### src/rtl/alu_result_fifo.sv
// First-word-fall-through FIFO holding ALU result words, flags and commands,
// with a sticky overflow flag. Optional counters under ALU_RESULT_FIFO_STATS_EN.
module alu_result_fifo #(
  parameter int DEPTH  = 4,
  parameter int ADDR_W = 2
) (
  input  logic              clk,
  input  logic              reset_n,
  input  logic              in_valid,
  output logic              in_ready,
  input  logic [31:0]       in_result,
  input  logic              in_carryout,
  input  logic              in_zero,
  input  logic              in_overflow,
  input  logic [2:0]        in_command,
  output logic              out_valid,
  input  logic              out_ready,
  output logic [31:0]       out_result,
  output logic              out_carryout,
  output logic              out_zero,
  output logic              out_overflow,
  output logic [2:0]        out_command,
  output logic [ADDR_W:0]   count,
  output logic              sticky_overflow,
  input  logic              clear_sticky
`ifdef ALU_RESULT_FIFO_STATS_EN
  ,
  output logic [15:0]       push_count,
  output logic [15:0]       ovf_count,
  output logic [15:0]       full_stall_count
`endif
);

  localparam int ENTRY_W = 38;
  localparam logic [ADDR_W-1:0] PTR_ONE   = ADDR_W'(1);
  localparam logic [ADDR_W:0]   CNT_ONE   = (ADDR_W + 1)'(1);
  localparam logic [ADDR_W:0]   CNT_DEPTH = (ADDR_W + 1)'(DEPTH);

  logic [ENTRY_W-1:0] r_mem [DEPTH];
  logic [ADDR_W-1:0]  r_wptr;
  logic [ADDR_W-1:0]  r_rptr;
  logic [ADDR_W:0]    r_count;
  logic               r_sticky;

  logic               w_push;
  logic               w_pop;
  logic [ENTRY_W-1:0] w_head;

  assign in_ready        = (r_count < CNT_DEPTH);
  assign out_valid       = (r_count != '0);
  assign count           = r_count;
  assign sticky_overflow = r_sticky;

  // A pop while full frees a slot only after the edge, so push depends on in_ready alone.
  assign w_push = in_valid && in_ready;
  assign w_pop  = out_valid && out_ready;

  assign w_head       = out_valid ? r_mem[r_rptr] : '0;
  assign out_result   = w_head[31:0];
  assign out_carryout = w_head[32];
  assign out_zero     = w_head[33];
  assign out_overflow = w_head[34];
  assign out_command  = w_head[37:35];

  always_ff @(posedge clk) begin
    if (w_push) begin
      r_mem[r_wptr] <= {in_command, in_overflow, in_zero, in_carryout, in_result};
    end
  end

  always_ff @(posedge clk or negedge reset_n) begin
    if (!reset_n) begin
      r_wptr   <= '0;
      r_rptr   <= '0;
      r_count  <= '0;
      r_sticky <= 1'b0;
    end else begin
      if (w_push) begin
        r_wptr <= r_wptr + PTR_ONE;
      end
      if (w_pop) begin
        r_rptr <= r_rptr + PTR_ONE;
      end
      case ({w_push, w_pop})
        2'b10:   r_count <= r_count + CNT_ONE;
        2'b01:   r_count <= r_count - CNT_ONE;
        default: r_count <= r_count;
      endcase
      // A new overflow in the same cycle as a clear must not be lost.
      if (w_push && in_overflow) begin
        r_sticky <= 1'b1;
      end else if (clear_sticky) begin
        r_sticky <= 1'b0;
      end
    end
  end

`ifdef ALU_RESULT_FIFO_STATS_EN
  logic [15:0] r_push_count;
  logic [15:0] r_ovf_count;
  logic [15:0] r_stall_count;

  assign push_count       = r_push_count;
  assign ovf_count        = r_ovf_count;
  assign full_stall_count = r_stall_count;

  always_ff @(posedge clk or negedge reset_n) begin
    if (!reset_n) begin
      r_push_count  <= '0;
      r_ovf_count   <= '0;
      r_stall_count <= '0;
    end else if (clear_sticky) begin
      r_push_count  <= '0;
      r_ovf_count   <= '0;
      r_stall_count <= '0;
    end else begin
      if (w_push && r_push_count != 16'hffff) begin
        r_push_count <= r_push_count + 16'd1;
      end
      if (w_push && in_overflow && r_ovf_count != 16'hffff) begin
        r_ovf_count <= r_ovf_count + 16'd1;
      end
      if (in_valid && !in_ready && r_stall_count != 16'hffff) begin
        r_stall_count <= r_stall_count + 16'd1;
      end
    end
  end
`endif

endmodule
### config.mk
export PLATFORM = sky130hd
export DESIGN_NAME = alu_result_fifo
export DESIGN_NICKNAME = d
export VERILOG_FILES = /design/src/rtl/alu_result_fifo.sv
export SDC_FILE = /design/constraint.sdc
export NUM_CORES = 1
export LEC_CHECK = 0
export BUFFER_PORTS_ARGS = -buffer_cell sky130_fd_sc_hd__buf_2
export CORE_ASPECT_RATIO = 0.9
export CORE_MARGIN = 5
export CORE_UTILIZATION = 23
export DETAILED_ROUTE_END_ITERATION = 10
export PLACE_DENSITY = 0.39
export SLEW_MARGIN = 20
export SYNTH_ARGS = -nofsm -noshare
export SYNTH_HDL_FRONTEND = slang
export SYNTH_SLANG_ARGS = --single-unit
### constraint.sdc
create_clock -name clk -period 2.9 [get_ports clk]
set_input_delay 0.145 -clock clk [delete_from_list [all_inputs] [get_ports clk]]
set_output_delay 0.145 -clock clk [all_outputs]
set_load 0.01 [all_outputs]
# Word-level counts from Yosys, hierarchy flattened
# Memories as Yosys holds them, arrays and structs flattened.
# Index checks and enable logic that the tools add are counted.
[op_classes] add_sub_neg=4 magnitude_cmp=1 eq_ne=2 n_mux=6 reduce_logical=6
[op_table] cell="$mux 38" n=1
[op_table] cell="$pmux 3 s2" n=1
[op_table] cell="$add 2x1->2 const B" n=2
[op_table] cell="$mux 1" n=4
[op_table] cell="$reduce_bool 2->1" n=2
[op_table] cell="$add 3x1->3 const B" n=1
[op_table] cell="$logic_and 1x1->1" n=3
[op_table] cell="$lt 3x3->1 const B" n=1
[op_table] cell="$reduce_bool 3->1" n=1
[op_table] cell="$sub 3x1->3 const B" n=1
[op_table] cell="$eq 2x1->1 const B" n=1
[op_table] cell="$eq 2x2->1 const B" n=1
[totals] register_bits=8 mem_bits_rw=152 inputBits=43 wordCells=24 mem_count=1
[mem_list] name="r_mem" words=4 width=38 read_ports=1 rd_ports_with_merged_regs=0 write_ports=1 line_no="39" text="logic [ENTRY_W-1:0] r_mem [DEPTH];"

# Depth between registers and ports, before layout
# Gate-level depths: netlist of the first run.
[depth] ltp_word=4 ltp_mapped=9 mapped_depth_nobuf=8

# Worst setup path before layout of the first run
# No wires, ideal clock.
[synth_timing] kind="register to register" from="register r_count[2] (netlist: count[2])" to="memory r_mem[0][0] (enable)" setup_ns=0.399 arrival_ns=1.737 setup_slack_ns=0.764 path_stages_with_launch=4 n_path_buf=1 period_less_slack_ns=2.136 path_cell_list="dfrtp_1 -> nor2b_1 -> clkbuf_1 -> and2_1"
[synth_between] elab_chain_cells=4
[synth_lines] item="from (decl)" line_no="42" text="logic [ADDR_W:0] r_count;"
[synth_lines] item="from (signal assigned)" line_no="85" text="2'b10: r_count <= r_count + CNT_ONE;"
[synth_lines] item="from (signal assigned)" line_no="86" text="2'b01: r_count <= r_count - CNT_ONE;"
[synth_lines] item="from (signal assigned)" line_no="87" text="default: r_count <= r_count;"
[synth_lines] item="$lt 3x3->1" line_no="49" text="assign in_ready = (r_count < CNT_DEPTH);"
[synth_lines] item="$logic_and 1x1->1" line_no="55" text="assign w_push = in_valid && in_ready;"
[synth_lines] item="$mux 1" line_no="66" text="if (w_push) begin"
[synth_lines] item="$mux 1 (implied by the code)" line_no="67" text="r_mem[r_wptr] <= {in_command, in_overflow, in_zero, in_carryout, in_result};"
[synth_lines] item="to (decl)" line_no="39"
# Every way passes these cells.

# Worst setup path after layout of the first run
[layout_timing] from="register r_rptr[0]" to="output out_result[8]"
[layout_between] elab_chain_cells=2
[layout_lines] item="from (decl)" line_no="41" text="logic [ADDR_W-1:0] r_rptr;"
[layout_lines] item="from (signal assigned)" line_no="82" text="r_rptr <= r_rptr + PTR_ONE;"
[layout_lines] item="$mem_v2 4x38"
[layout_lines] item="$mux 38" line_no="58" text="assign w_head = out_valid ? r_mem[r_rptr] : '0;"
[layout_lines] item="to (decl)" line_no="18" text="output logic [31:0] out_result,"
# Every way passes these cells.

==> results.json, run 1 <==
{
  "cts.sinks": 160,
  "num_antenna_cells": 0,
  "setup_slack_ns": 0.433,
  "ys.flop_type": "edfxtp_1",
  "setup_viol": 0,
  "synth-compound-area-share": 0.00161,
  "seqPwrFrac": 0.406,
  "yosys_warnings": 0,
  "vdd_drop_max_mv": 0.394,
  "place_area_um2": 7130,
  "power.internal_mw": 5.43,
  "groute.usage.overall": 0.0912,
  "worst_pin_slew_ns": 0.628,
  "synth_fa_ha_area_frac": 0.0132,
  "synth_commonest_cells": "edfxtp_1, and2_1, mux4_2, dfrtp_1, inv_1",
  "syn_avg_cell_area_um2": 22.0,
  "fp.dieH_um": 166,
  "fin_total_pwr_mw": 7.79,
  "final.setup_skew_ns": 0.00668,
  "nets": 476,
  "placementRows": 57,
  "ys_types": 21,
  "fin_crit_ns": 2.47,
  "vias": 3065,
  "cts.repair.resized": 0,
  "leakage_nw": 2.80,
  "grt_max_degree": 41,
  "crit_path_end_kind": "output port",
  "wl_mm": 13.4,
  "p_switching_mw": 2.35,
  "fmax_ghz": 0.405,
  "path_clk_slew_ns": 0.07,
  "yosysMostFrequentCell": "edfxtp_1",
  "firstDrtPassIters": 4,
  "yosysTopAreaCellShare": 0.732,
  "clkPwrFrac": 0.284,
  "synth_top_family_by_area": "multiplexers",
  "status": "completed",
  "fin_util": 0.302,
  "synth_nets": 333,
  "maxCapViolCount": 0,
  "clock_latency_ns": 0.41,
  "seq_area_frac_synth": 0.764,
  "p_comb_frac": 0.310,
  "cts_setup_buffers": 0,
  "drc": 0,
  "postRouteAntennaNets": 0,
  "cts_tree": "done",
  "routabilityCongestion": 0.651,
  "syn_inst": 284,
  "antenna_found_initial": 0,
  "avgViaCountPerCell": 3.86,
  "port_buffers": 86,
  "synth.area.top_cells": "edfxtp_1, mux4_2, and2_1",
  "cp_data_required_time_ns": 2.76,
  "hpwl_mm": 8.16,
  "grt-ovfl-total": 0,
  "design_area_um2": 8130,
  "clock_path_buffers": 2,
  "rsz0062_at_grt": "false",
  "path_max_fanout": 22,
  "synthesis.area_um2": 6230,
  "hold_violations": 0,
  "ios": 87,
  "power.density_nw_per_um2": 957,
  "fill_cells": 2653,
  "holdBufCountCts": 42,
  "cts_buffers": 17,
  "worst-r2r-setup-slack_ns": 0.79,
  "slew_violations": 0,
  "cts_root_buffer": "clkbuf_16",
  "start_util": 0.232,
  "drt_iter0_drc": 134,
  "path_class": "register to output port",
  "yosysTopAreaCell": "edfxtp_1",
  "hp-class": "input pin to async pin",
  "grt_pass1_wl_mm": 20.6,
  "die_area_um2": 30500,
  "die_x_um": 184,
  "start_kind": "register",
  "fin_setup_tns_ns": 0,
  "worstPathArrival_ns": 2.32,
  "area_growth_pct": 30.4,
  "synth-seq-cells": 160,
  "htreeDepth": 4,
  "grt_pass1_vias": 3447,
  "synthMuxAreaShare": 0.139,
  "synth-simple-area-share": 0.0478,
  "wl_per_cell_um": 16.8,
  "async_reset_ff_frac": 0.0500,
  "core_area_um2": 26900,
  "min_period_over_period": 0.851,
  "layout-drive-gt1-share": 0.389,
  "relSlewSlack": 0.580,
  "synth_xor_area_frac": 0.00843,
  "netSwitchingFraction": 0.302,
  "synth_edf_count": 152,
  "dpl_worst_slack_ns": 0.719
}
==> cell usage in the layout, fill, tap and decap left out <==
cell type        n
edfxtp_1       152
buf_2           86
dlygate4sd3_1   42
and2_1          39
mux4_2          38
clkbuf_16       17
inv_1            8
clkinvlp_4       6
dfrtp_1          6
ha_1             5
buf_12           5
buf_4            5
and2_2           4
xnor2_1          4
xor2_1           2
nand2_1          2
o21ai_0          2
clkinv_1         2
bufinv_16        2
inv_6            2
inv_8            2
or3_2            1
nor2b_1          1
mux2i_1          1
nand3_1          1
nor2_1           1
fa_1             1
clkinv_4         1
dfrtp_4          1
dfrtp_2          1
==> worst max-delay path: stages, from the launching register on <==
cell,delay (ns)
dfrtp_4,0.76
buf_12,0.29
mux4_2,0.54
and2_1,0.17
buf_2,0.13
==> power by group through the flow <==
stage	Clock [mW]	Sequential (mW)	Combinational (mW)
floorplan	0	3.04	1.74
global placement	0	3.22	2.47
detailed placement	0	3.24	2.47
CTS	2.28	3.19	2.53
global route	2.38	3.22	2.67
finish	2.21	3.16	2.41
==> cells by family (layout without fill, tap and decap cells) <==
family,count (synthesis),count (layout)
flip-flops,160,160
AND/OR/NAND/NOR,49,49
multiplexers,39,39
buffers and inverters,22,178
adder cells (fa/ha/maj),6,6
XOR/XNOR,6,6
AO/OA/AOI/OAI,2,2
==> metal layers <==
layer,vias up,GRT usage,part of all wire
li1,1410,-,-
met1,1588,0.118,0.46
met2,61,0.147,0.49
met3,6,0.0318,0.046
met4,0,0.0243,0.0084
met5,-,0,0
==> state kept, by name (all words and copies together) (netlist names) <==
signal and cells:
sticky_overflow 1, r_rptr 2, r_mem 152, r_wptr 2, count 3
==> path summary, 6_finish.rpt <==
kind                                start               to  cells past startpoint
worst max-delay path            r_rptr[0]    out_result[8]                      4
worst min-delay path              reset_n  sticky_overflow                      2
worst max register to register   count[2]      r_mem[0][5]                      3
worst min register to register   count[0]         count[0]                      1
max in group asynchronous         reset_n        r_rptr[0]                      2
min in group clk                 in_valid        r_wptr[0]                      3
==> through the flow <==
stage                     hold WS, ns  std cells
after global placement        0.00207        720
after detailed placement       0.0110        720
after floorplan                -0.151        284
after CTS                      0.0802        794
after global routing           0.0928        794
final                          0.0956        794
==> cell type report <==
type / instances / area, µm² / area share
Sequential cell: 160 / 4770 / 0.586
Multi-Input combinational cell: 102 / 1320 / 0.162
Timing Repair Buffer: 138 / 988 / 0.122
Tap cell: 354 / 443 / 0.0545
Clock buffer: 17 / 425 / 0.0523
Clock inverter: 15 / 161 / 0.0198
Inverter: 8 / 30.0 / 0.00369
Power figures use the tool's default switching activity.
==> inputs of run 2 (changes only) <==
- PLACE_DENSITY: 0.39 -> 0.36
- SETUP_SLACK_MARGIN: unset -> 0.5
==> run 2 against run 1 <==
Net effect: flip-flop and latch count unchanged; final cell count up 0.63%; first-iteration DRC count up 21%; die area unchanged; combinational power up 8.3%; sequential power down 2%; clock skew up 0.011 ns; critical path depth unchanged; critical endpoint is now out_result[30].
==> results.json, run 2 (same netlist as run 1, synthesis figures left out) <==
{
  "reg2reg_to": "r_mem[3][19]",
  "layout-drive-gt1-share": 0.393,
  "min_period_over_period": 0.759,
  "cts_buffers": 17,
  "power.density_nw_per_um2": 956,
  "avgViaCountPerCell": 3.88,
  "die_x_um": 184,
  "fp.dieH_um": 166,
  "routed-wl-met3_um": 751,
  "seqCellArea_um2": 4770,
  "antenna_found_initial": 0,
  "reg2reg_depth": 3,
  "relSlewSlack": 0.623,
  "grt-ovfl-total": 0,
  "maxCapViolCount": 0,
  "critPathLaunch": "count[0]",
  "path_clk_slew_ns": 0.06,
  "setup_viol": 0,
  "leakage_nw": 2.82,
  "hpwl_mm": 8.99,
  "num_antenna_cells": 0,
  "fmax_ghz": 0.454,
  "hold_ws_ns": 0.0928,
  "largest_reg_flops": 152,
  "fill_cells": 2627,
  "cts_tree": "done",
  "htreeDepth": 4,
  "layout_common_cells": "edfxtp_1, buf_2, dlygate4sd3_1",
  "crit_path_end_kind": "output port",
  "wl_met1_mm": 6.79,
  "groute.usage.overall": 0.0946,
  "clock_latency_ns": 0.42,
  "status": "completed",
  "endpoint": "out_result[30]",
  "hp-class": "input pin to async pin",
  "ios": 87,
  "postRouteAntennaNets": 0,
  "wl_per_cell_um": 17.4,
  "cp_data_required_time_ns": 2.76,
  "grt_max_degree": 41,
  "design_area_um2": 8150,
  "drt_iter0_drc": 162,
  "wl_mm": 13.9,
  "cts_root_buffer": "clkbuf_16",
  "drc": 0,
  "reg2reg_from": "count[2]",
  "fin_setup_tns_ns": 0,
  "cts.sinks": 160,
  "path_class": "register to output port",
  "wl_met2_mm": 6.23,
  "core_area_um2": 26900,
  "place_area_um2": 7140,
  "final_common_cell": "edfxtp_1",
  "clock_path_buffers": 2,
  "nets": 484,
  "hold_violations": 0,
  "firstDrtPassIters": 4,
  "vdd_drop_max_mv": 0.464,
  "final.setup_skew_ns": 0.0176,
  "worst_pin_slew_ns": 0.565,
  "multi_input_area_um2": 1320,
  "start_kind": "register",
  "vias": 3101,
  "slew_violations": 0,
  "fin_total_pwr_mw": 7.79,
  "fin_crit_ns": 2.20,
  "worst-r2r-setup-slack_ns": 0.78,
  "worstPathArrival_ns": 2.06,
  "routabilityCongestion": 0.661,
  "grt_pass1_wl_mm": 21.4,
  "placementRows": 57,
  "port_buffers": 86,
  "area_growth_pct": 30.8,
  "die_area_um2": 30500,
  "highest_layer": "met4",
  "grt_pass1_vias": 3451,
  "path_max_fanout": 40,
  "start_util": 0.232,
  "max_flop_register": "r_mem",
  "rsz0062_at_grt": "false"
}
==> run 2: critical path, cell delays in order (launching register included) <==
cell	delay (ns)
dfrtp_1	0.43
or3_2	0.50
buf_4	0.30
and2_1	0.25
buf_2	0.16
==> run 2: timing repair <==
action | in CTS | in global routing
resized for setup | 1 | 0
cloned | 0 | 0
endpoints found under the setup margin | 22 | 4
pin swaps | 0 | 0
hold buffers | 42 | 0
endpoints found under the hold margin | 162 | 0
setup buffers | 1 | 4
==> run 2: routing by layer <==
metal / global-route usage / vias up
li1: - / 1419
met1: 0.132 / 1592
met2: 0.136 / 81
met3: 0.0331 / 9
met4: 0.0330 / 0
met5: 0 / -
==> run 2: layout make-up <==
class,count,area share
clock inverter,12,0.0150
clock buffer,17,0.0522
multi-input combinational,102,0.161
sequential,160,0.585
inverter,8,0.00368
timing repair buffer,146,0.128
tap,354,0.0543
==> run 2: where the power goes <==
part / switching, mW / internal [mW] / leakage, nW
logic: 1.30 / 1.31 / 1.10
registers: 0.173 / 2.91 / 1.47
clock network: 0.853 / 1.24 / 0.251
==> run 2: worst min-delay path by stage <==
stage	start	end	cells after the start
floorplan	reset_n	count[0]	0
global placement	reset_n	r_wptr[0]	1
detailed placement	reset_n	sticky_overflow	1
CTS	reset_n	sticky_overflow	2
global route	reset_n	sticky_overflow	2
finish	reset_n	sticky_overflow	2
==> run 2: stage by stage <==
| step | worst slack [ns] | util | instances |
|---|---|---|---|
| after floorplan | 0.764 | - | 284 |
| after global placement | 0.699 | 0.265 | 723 |
| after detailed placement | 0.706 | 0.265 | 723 |
| after CTS | 0.539 | 0.302 | 795 |
| after global routing | 0.584 | 0.303 | 799 |
| final | 0.698 | 0.303 | 799 |
==> inputs of run 3 (changes only) <==
- clock period: 2.9 -> 2.2 ns (I/O delays scaled with it)
==> run 3 against run 2 <==
Net effect: global-route usage increased by 0.40 points; sequential power is 28% higher; sequential share of layout area shrank 5.1 points; final cell count is 4.4% higher; setup slack worse by 0.53 ns; clock power is 39% higher.
==> results.json, run 3 (same netlist as run 1, synthesis figures left out) <==
{
  "cts_tree": "done",
  "crit_path_end_kind": "output port",
  "start_kind": "register",
  "largest_reg_flops": 152,
  "seqPwrFrac": 0.329,
  "grt_max_degree": 25,
  "status": "completed",
  "core_area_um2": 26900,
  "place_area_um2": 7210,
  "fp.dieH_um": 166,
  "nets": 518,
  "hold_ws_ns": 0.0776,
  "fin_cells": 834,
  "fmax_ghz": 0.492,
  "cts_root_buffer": "clkbuf_16",
  "fin_setup_tns_ns": 0,
  "layout-drive-gt1-share": 0.513,
  "routabilityCongestion": 0.664,
  "drt_iter0_drc": 150,
  "worstPathArrival_ns": 1.92,
  "path_clk_slew_ns": 0.06,
  "start_util": 0.232,
  "port_buffers": 86,
  "clkPwrFrac": 0.241,
  "slew_violations": 0,
  "ios": 87,
  "clock_path_buffers": 2,
  "hpwl_mm": 8.75,
  "fin_crit_ns": 2.03,
  "crit_path_max_incr_delay_ns": 0.49,
  "cts.sinks": 160,
  "grt_pass1_wl_mm": 22.1,
  "grt_pass1_vias": 3708,
  "hp-class": "input pin to async pin",
  "drc": 0,
  "netSwitchingFraction": 0.281,
  "avgViaCountPerCell": 3.88,
  "hold_violations": 0,
  "cp_data_required_time_ns": 2.09,
  "cts_buffers": 17,
  "maxCapViolCount": 0,
  "die_area_um2": 30500,
  "power.internal_mw": 8.67,
  "worst_pin_slew_ns": 0.314,
  "final_common_cell": "edfxtp_1",
  "firstDrtPassIters": 4,
  "vdd_drop_max_mv": 0.576,
  "path_max_fanout": 5,
  "postRouteAntennaNets": 0,
  "final.setup_skew_ns": 0.00710,
  "path_class": "register to output port",
  "num_antenna_cells": 0,
  "setup_viol": 0,
  "wl_per_cell_um": 17.9,
  "relSlewSlack": 0.791,
  "multi_input_area_um2": 1420,
  "layout_common_cells": "edfxtp_1, buf_2, dlygate4sd3_1",
  "die_x_um": 184,
  "crit_chain": "buf_6 > clkbuf_16 > mux4_2 > and2_1 > buf_2",
  "place_inst": 726,
  "power.density_nw_per_um2": 1350,
  "antenna_found_initial": 0,
  "cp_slowest_cell": "mux4_2",
  "max_flop_register": "r_mem",
  "min_period_over_period": 0.924,
  "clock_latency_ns": 0.41,
  "wl_mm": 14.9,
  "fin_util": 0.332,
  "htreeDepth": 4,
  "grt-ovfl-total": 0,
  "p_comb_frac": 0.430,
  "vias": 3238,
  "leakage_nw": 3.24,
  "fill_cells": 2612,
  "rsz0062_at_grt": "true",
  "design_area_um2": 8930,
  "placementRows": 57,
  "area_growth_pct": 43.2,
  "p_switching_mw": 3.39,
  "seqCellArea_um2": 4770,
  "groute.usage.overall": 0.0987
}
==> run 3: cell count changes in the layout (fill, tap and decap cells not counted), moves of 2 or more <==
cell        delta
and2_4        +36
buf_6         +33
and2_1        -32
buf_2         -29
buf_4         +18
buf_12         +7
and2_2         -4
buf_16         +3
clkbuf_16      +3
clkinv_1       -3
clkinv_2       +3
clkbuf_1       +2
clkinvlp_4     -2
==> run 3: stage by stage <==
step	setup WS, ns	power, mW
after floorplan	0.415	6.35
after global placement	0.432	7.64
after detailed placement	0.389	7.65
after CTS	0.0900	11.5
after global routing	0.100	12.7
final	0.166	12.1
==> run 3: final timing paths <==
| check | start | end | slack [ns] | depth (start not counted) |
|---|---|---|---|---|
| max reg2reg | count[0] | count[2] | 0.31 | 8 |
| min in group clk | in_valid | r_wptr[0] | 0.21 | 4 |
| min reg2reg | count[0] | count[0] | 0.58 | 2 |
| max in group asynchronous | reset_n | r_rptr[0] | 1.90 | 2 |
| min | reset_n | sticky_overflow | 0.08 | 2 |
| max | r_rptr[0] | out_result[27] | 0.17 | 5 |
==> run 3: repair_timing <==
item / in CTS / in global routing
pin swaps: 1 / 39
gates resized for setup: 28 / 46
hold buffers: 42 / 0
endpoints found under the setup margin: 41 / 107
gates cloned: 3 / 3
buffers inserted: 13 / 17
endpoints found under the hold margin: 162 / 0
==> run 3: per-layer routing <==
layer  up-vias  global-route usage  wire (µm)
met1      1672               0.127       6760
met5         -                   0          0
met2        62               0.163       7330
li1       1493                   -          -
met4         0              0.0262        156
met3        11              0.0293        668
==> run 3: power groups by stage <==
stage          registers, mW  logic [mW]  clock network, mW
2_1_floorplan           4.00        2.35                  0
3_3_place_gp            4.05        3.59                  0
3_5_place_dp            4.07        3.58                  0
4_1_cts                 3.98        4.48               3.01
5_1_grt                 4.01        5.59               3.14
6_report                3.97        5.19               2.91
==> run 3: worst max-delay path: cells and delay by family (launching register included) <==
family        cells  cell delay, ns
buf+inv           3            0.42
simple gates      1            0.15
mux               1            0.49
flops             1            0.45
==> run 3: cell type report <==
cell class                 instances  area share
timing repair buffer             180       0.189
inverter                           8     0.00336
tap                              354      0.0496
sequential                       160       0.534
multi-input combinational        102       0.159
clock inverter                    11      0.0158
clock buffer                      19      0.0485
